--- config.mk ---
export PLATFORM = sky130hd
export DESIGN_NAME = segment_capture
export DESIGN_NICKNAME = d
export VERILOG_FILES = /design/src/rtl/segment_capture.sv
export SDC_FILE = /design/constraint.sdc
export NUM_CORES = 1
export LEC_CHECK = 0
export BUFFER_PORTS_ARGS = -buffer_cell sky130_fd_sc_hd__clkbuf_2
export CAP_MARGIN = 20
export CORE_UTILIZATION = 40
export DETAILED_ROUTE_END_ITERATION = 6
export PLACE_DENSITY = 0.57
export SKIP_LAST_GASP = 1
export SLEW_MARGIN = 5
export SYNTH_ARGS = -nofsm -noshare
export SYNTH_HDL_FRONTEND = slang
export SYNTH_SLANG_ARGS = --single-unit
--- constraint.sdc ---
create_clock -name CLK -period 2.7 [get_ports CLK]
set_input_delay 0.135 -clock CLK [delete_from_list [all_inputs] [get_ports CLK]]
set_output_delay 0.135 -clock CLK [all_outputs]
set_load 0.03 [all_outputs]
--- src/rtl/segment_capture.sv ---
// segment_capture: synchronizes and debounces seven segment lines, then decodes settled patterns to hex.
// Build option SEG_ACTIVE_LOW_EN: SEG_IN is inverted at the pins for common-anode displays.
module segment_capture #(
  parameter int STABLE_CYCLES = 16000
) (
  input  logic       CLK,
  input  logic       RST_N,
  input  logic [6:0] SEG_IN,
  output logic [3:0] DIGIT,
  output logic       VALID,
  output logic       BLANK,
  output logic       ERROR,
  output logic       LOCKED
);

  localparam int CNT_W = $clog2(STABLE_CYCLES + 1);
  localparam logic [CNT_W-1:0] CNT_MAX = CNT_W'(STABLE_CYCLES);
  localparam logic [CNT_W-1:0] CNT_HIT = CNT_W'(STABLE_CYCLES - 1);

  localparam logic [1:0] ST_SETTLE = 2'd0;
  localparam logic [1:0] ST_ACCEPT = 2'd1;
  localparam logic [1:0] ST_LOCKED = 2'd2;

  // Returns {legal, value}; legal is low for blank and for any non-hex pattern.
  function automatic logic [4:0] seg_decode(input logic [6:0] pat);
    logic [4:0] res;
    case (pat)
      7'h3F:   res = {1'b1, 4'h0};
      7'h06:   res = {1'b1, 4'h1};
      7'h5B:   res = {1'b1, 4'h2};
      7'h4F:   res = {1'b1, 4'h3};
      7'h66:   res = {1'b1, 4'h4};
      7'h6D:   res = {1'b1, 4'h5};
      7'h7D:   res = {1'b1, 4'h6};
      7'h07:   res = {1'b1, 4'h7};
      7'h7F:   res = {1'b1, 4'h8};
      7'h6F:   res = {1'b1, 4'h9};
      7'h77:   res = {1'b1, 4'hA};
      7'h7C:   res = {1'b1, 4'hB};
      7'h39:   res = {1'b1, 4'hC};
      7'h5E:   res = {1'b1, 4'hD};
      7'h79:   res = {1'b1, 4'hE};
      7'h71:   res = {1'b1, 4'hF};
      default: res = {1'b0, 4'h0};
    endcase
    return res;
  endfunction

  logic [6:0]       seg_log_s;
  logic [6:0]       sync1_r;
  logic [6:0]       sync2_r;
  logic [CNT_W-1:0] cnt_r;
  logic [1:0]       state_r;
  logic [1:0]       state_nxt_s;
  logic             chg_s;
  logic             new_pat_s;
  logic [4:0]       dec_s;
  logic [6:0]       rep_pat_r;
  logic             rep_vld_r;
  logic [3:0]       digit_r;
  logic             valid_r;
  logic             blank_r;
  logic             error_r;
  logic             locked_r;

`ifdef SEG_ACTIVE_LOW_EN
  assign seg_log_s = ~SEG_IN;
`else
  assign seg_log_s = SEG_IN;
`endif

  // A change is seen on the edge that loads a different value into s2, so the
  // counter restarts from 0 on that same edge.
  assign chg_s     = (sync1_r != sync2_r);
  assign dec_s     = seg_decode(sync2_r);
  assign new_pat_s = !rep_vld_r || (rep_pat_r != sync2_r);

  // Two-flop synchronizer on the logical segment lines.
  always_ff @(posedge CLK or negedge RST_N) begin
    if (!RST_N) begin
      sync1_r <= 7'h00;
      sync2_r <= 7'h00;
    end else begin
      sync1_r <= seg_log_s;
      sync2_r <= sync1_r;
    end
  end

  // Stability counter, saturating at STABLE_CYCLES.
  always_ff @(posedge CLK or negedge RST_N) begin
    if (!RST_N) begin
      cnt_r <= '0;
    end else if (chg_s) begin
      cnt_r <= '0;
    end else if (cnt_r != CNT_MAX) begin
      cnt_r <= cnt_r + CNT_W'(1);
    end else begin
      cnt_r <= cnt_r;
    end
  end

  // Next-state logic.
  always_comb begin
    state_nxt_s = state_r;
    case (state_r)
      ST_SETTLE: begin
        if (!chg_s && (cnt_r >= CNT_HIT)) begin
          state_nxt_s = ST_ACCEPT;
        end else begin
          state_nxt_s = ST_SETTLE;
        end
      end
      ST_ACCEPT: begin
        if (chg_s) begin
          state_nxt_s = ST_SETTLE;
        end else begin
          state_nxt_s = ST_LOCKED;
        end
      end
      ST_LOCKED: begin
        if (chg_s) begin
          state_nxt_s = ST_SETTLE;
        end else begin
          state_nxt_s = ST_LOCKED;
        end
      end
      default: state_nxt_s = ST_SETTLE;
    endcase
  end

  // State register.
  always_ff @(posedge CLK or negedge RST_N) begin
    if (!RST_N) begin
      state_r <= ST_SETTLE;
    end else begin
      state_r <= state_nxt_s;
    end
  end

  // Accept handling: the pattern in s2 during ACCEPT is the one that settled,
  // even if a new value is already arriving behind it.
  always_ff @(posedge CLK or negedge RST_N) begin
    if (!RST_N) begin
      rep_pat_r <= 7'h00;
      rep_vld_r <= 1'b0;
      digit_r   <= 4'h0;
      valid_r   <= 1'b0;
      blank_r   <= 1'b0;
      error_r   <= 1'b0;
      locked_r  <= 1'b0;
    end else begin
      valid_r  <= 1'b0;
      error_r  <= 1'b0;
      locked_r <= (state_r == ST_LOCKED) && !chg_s;
      if ((state_r == ST_ACCEPT) && new_pat_s) begin
        rep_pat_r <= sync2_r;
        rep_vld_r <= 1'b1;
        if (dec_s[4]) begin
          digit_r <= dec_s[3:0];
          valid_r <= 1'b1;
          blank_r <= 1'b0;
        end else if (sync2_r == 7'h00) begin
          blank_r <= 1'b1;
        end else begin
          error_r <= 1'b1;
        end
      end
    end
  end

  assign DIGIT  = digit_r;
  assign VALID  = valid_r;
  assign BLANK  = blank_r;
  assign ERROR  = error_r;
  assign LOCKED = locked_r;

endmodule
==> impl_metrics.env <==
export IMPL_dieArea_um2=6120
export IMPL_cts_hold_buf=8
export IMPL_fin_area_um2=2640
export IMPL_wirelength_mm=3.97
export IMPL_p_leak_nw=1.14
export IMPL_drt_iter0_markers=88
export IMPL_critical_path_top_delay_family="simple AND/OR/NAND/NOR gates"
export IMPL_worstMarginPinSlew_ns=0.564
export IMPL_ir_drop_mv=0.245
export IMPL_routedWlPerCell_um=12.9
export IMPL_layout_drive_gt1_share=0.200
export IMPL_ys_ff_latch=46
export IMPL_synth_fp_nets=226
export IMPL_initial_core_util=0.420
export IMPL_finalHoldViolCount=0
export IMPL_ant_nets=0
export IMPL_max_freq_mhz=461
export IMPL_rows=27
export IMPL_synth_edf_count=0
export IMPL_synth_distinct_cells=48
export IMPL_grt_max_degree=47
export IMPL_path_cells="nand3_1 -> nor4b_1 -> a211oi_2 -> a21oi_4 -> mux2_4"
export IMPL_skew_ns=0.00804
export IMPL_fin_ws_ns=0.529
export IMPL_h_tree_depth=2
export IMPL_cts_resized=0
export IMPL_dp_slack_ns=0.590
export IMPL_max_cap_violations=0
export IMPL_powerDensity_nw_per_um2=490
export IMPL_place_area_um2=2450
export IMPL_worst_path_largest_cell_delay_ns=0.67
export IMPL_startpoint_type="flip-flop"
export IMPL_rsz0062_at_grt="false"
export IMPL_nNetsFinal=249
export IMPL_viasPerCell=4.94
export IMPL_grt_first_pass_wirelength_mm=6.81
export IMPL_status="finished clean"
export IMPL_setup_tns_ns=0
export IMPL_yosysSeqAreaShare=0.495
export IMPL_synth_area_um2=2320
export IMPL_cts_buffers=5
export IMPL_drv_slew=0
export IMPL_worstSetupPathType="flip-flop to flip-flop"
export IMPL_cp_data_required_time_ns=2.88
export IMPL_portBuffers=16
export IMPL_path_buf_inv=0
export IMPL_core_um2=5540
export IMPL_gr_usage_all_layers=0.143
export IMPL_antenna_found_initial=0
export IMPL_grt_overflow_total=0
export IMPL_cts_root_buf="clkbuf_8"
export IMPL_end_kind="flip-flop"
export IMPL_synthToLayoutAreaGrowth_pct=13.5
export IMPL_slew_headroom=0.624
export IMPL_synthCells=211
export IMPL_clock_latency_ns=0.29
export IMPL_crit_fanout=16
export IMPL_cts_setup_buffers=0
export IMPL_period_share=0.804
export IMPL_cts_tree="yes"
export IMPL_avgSynthCellArea_um2=11.0
export IMPL_cp_arrival_ns=2.35
export IMPL_grt_pass1_vias=1413
export IMPL_drcViolationCount=0
export IMPL_holdCritPathClass="flip-flop to flip-flop"
export IMPL_ioPinCount=17
export IMPL_fin_crit_ns=2.17
export IMPL_yosysWarnings=0
export IMPL_vias=1517
export IMPL_hpwlAfterDp_mm=2.68
export IMPL_dr_pass1_iters=4
export IMPL_die_h_um=78.2
export IMPL_gp_congestion=0.798
export IMPL_ctsLongestPathBuffers=2
export IMPL_path_clk_slew_ns=0.08
export IMPL_layout_common_cells="dfrtp_1 (46), nor2_1 (17), clkbuf_2 (16), xor2_1 (13), xnor2_1 (12)"
export IMPL_ys_flop_type="dfrtp_1"
export IMPL_synthArstFlopShare=1.00
export IMPL_diodes=0
export IMPL_final_common_cell="dfrtp_1"
export IMPL_cts_sinks=46
export IMPL_fp_dieW_um=78.2
export IMPL_setup_viol=0
export IMPL_cpMaxStageDelayCell="dfrtp_1"
==> metal layers <==
metal	vias up	wire length, um	GRT usage
met1	708	2030	0.214
met4	0	42	0.0556
li1	777	-	-
met5	-	0	0
met3	4	134	0.0279
met2	28	1760	0.203
==> synthesized netlist by cell type (2+ instances only) <==
cell / count / area [um^2]
xor2_1: 13 / 114
nand3_1: 8 / 40.0
nor4b_1: 3 / 26.3
and4_1: 2 / 17.5
nor3_1: 5 / 25.0
nand2_1: 11 / 41.3
clkbuf_1: 2 / 7.51
nor2_1: 17 / 63.8
and3_1: 3 / 18.8
or3_1: 2 / 12.5
ha_1: 6 / 75.1
mux2_4: 2 / 30.0
mux2i_1: 2 / 20.0
a21oi_1: 4 / 20.0
nor4_2: 2 / 25.0
nand2b_1: 3 / 18.8
buf_4: 3 / 22.5
mux2_2: 7 / 78.8
nand3b_1: 4 / 30.0
a211oi_2: 2 / 25.0
nand4_1: 5 / 31.3
buf_2: 4 / 20.0
nor4_1: 3 / 18.8
or2_2: 3 / 18.8
o31ai_1: 2 / 15.0
dfrtp_1: 46 / 1150
inv_1: 10 / 37.5
o21ai_0: 6 / 30.0
xnor2_1: 12 / 105
==> sequential cells by signal (all words and copies together), names as in the netlist <==
| register | cells |
|---|---|
| sync2_r | 7 |
| VALID | 1 |
| cnt_r | 14 |
| ERROR | 1 |
| state_r | 2 |
| rep_pat_r | 7 |
| sync1_r | 7 |
| LOCKED | 1 |
| DIGIT | 4 |
| rep_vld_r | 1 |
| BLANK | 1 |
==> worst reg2reg max path, cell delays in order, from the launching register on <==
cell and delay (ns):
dfrtp_1 0.67, nand3_1 0.17, nor4b_1 0.52, a211oi_2 0.14
a21oi_4 0.24, mux2_4 0.32
==> path summary, 6_finish.rpt <==
path	start	to	slack, ns	depth (start not counted)
worst max-delay path	sync2_r[3]	DIGIT[1]	0.53	5
worst min-delay path	sync1_r[0]	sync2_r[0]	0.40	0
worst max register to register	sync2_r[3]	DIGIT[1]	0.53	5
worst min register to register	sync1_r[0]	sync2_r[0]	0.40	0
max in group asynchronous	RST_N	sync2_r[6]	1.85	3
min in group asynchronous	RST_N	state_r[1]	0.46	3
==> per-stage QoR <==
stage / cells / utilization / power (mW) / hold WS, ns
after floorplan: 211 / - / 0.779 / -0.161
after global placement: 291 / 0.442 / 0.805 / 0.243
after detailed placement: 291 / 0.442 / 0.804 / 0.245
after CTS: 307 / 0.476 / 1.32 / 0.398
after global routing: 307 / 0.476 / 1.36 / 0.416
final: 307 / 0.476 / 1.29 / 0.396
==> power breakdown <==
part	total, mW	switching (mW)	leakage, nW	internal (mW)
logic	0.0722	0.0360	0.479	0.0362
registers	0.725	0.0267	0.610	0.699
clock network	0.496	0.220	0.0514	0.276
total	1.29	0.282	1.14	1.01
==> final cells by class <==
type                       instances  area [um^2]
fill                             524         2900
sequential                        46         1150
multi-input combinational        145         1070
timing repair buffer              26          175
tap                               72         90.1
clock buffer                       6         72.6
clock inverter                     2         37.5
inverter                          10         37.5
==> cells by family after synthesis <==
logic type      count (synthesis)  share of synthesized area
buf+inv                        20                     0.0425
simple gates                   80                      0.207
flops                          46                      0.495
fa+ha+maj                       6                     0.0323
mux                            11                     0.0554
compound gates                 23                     0.0732
xor+xnor                       25                     0.0942
Note: power is estimated with default switching activity, not from simulation.
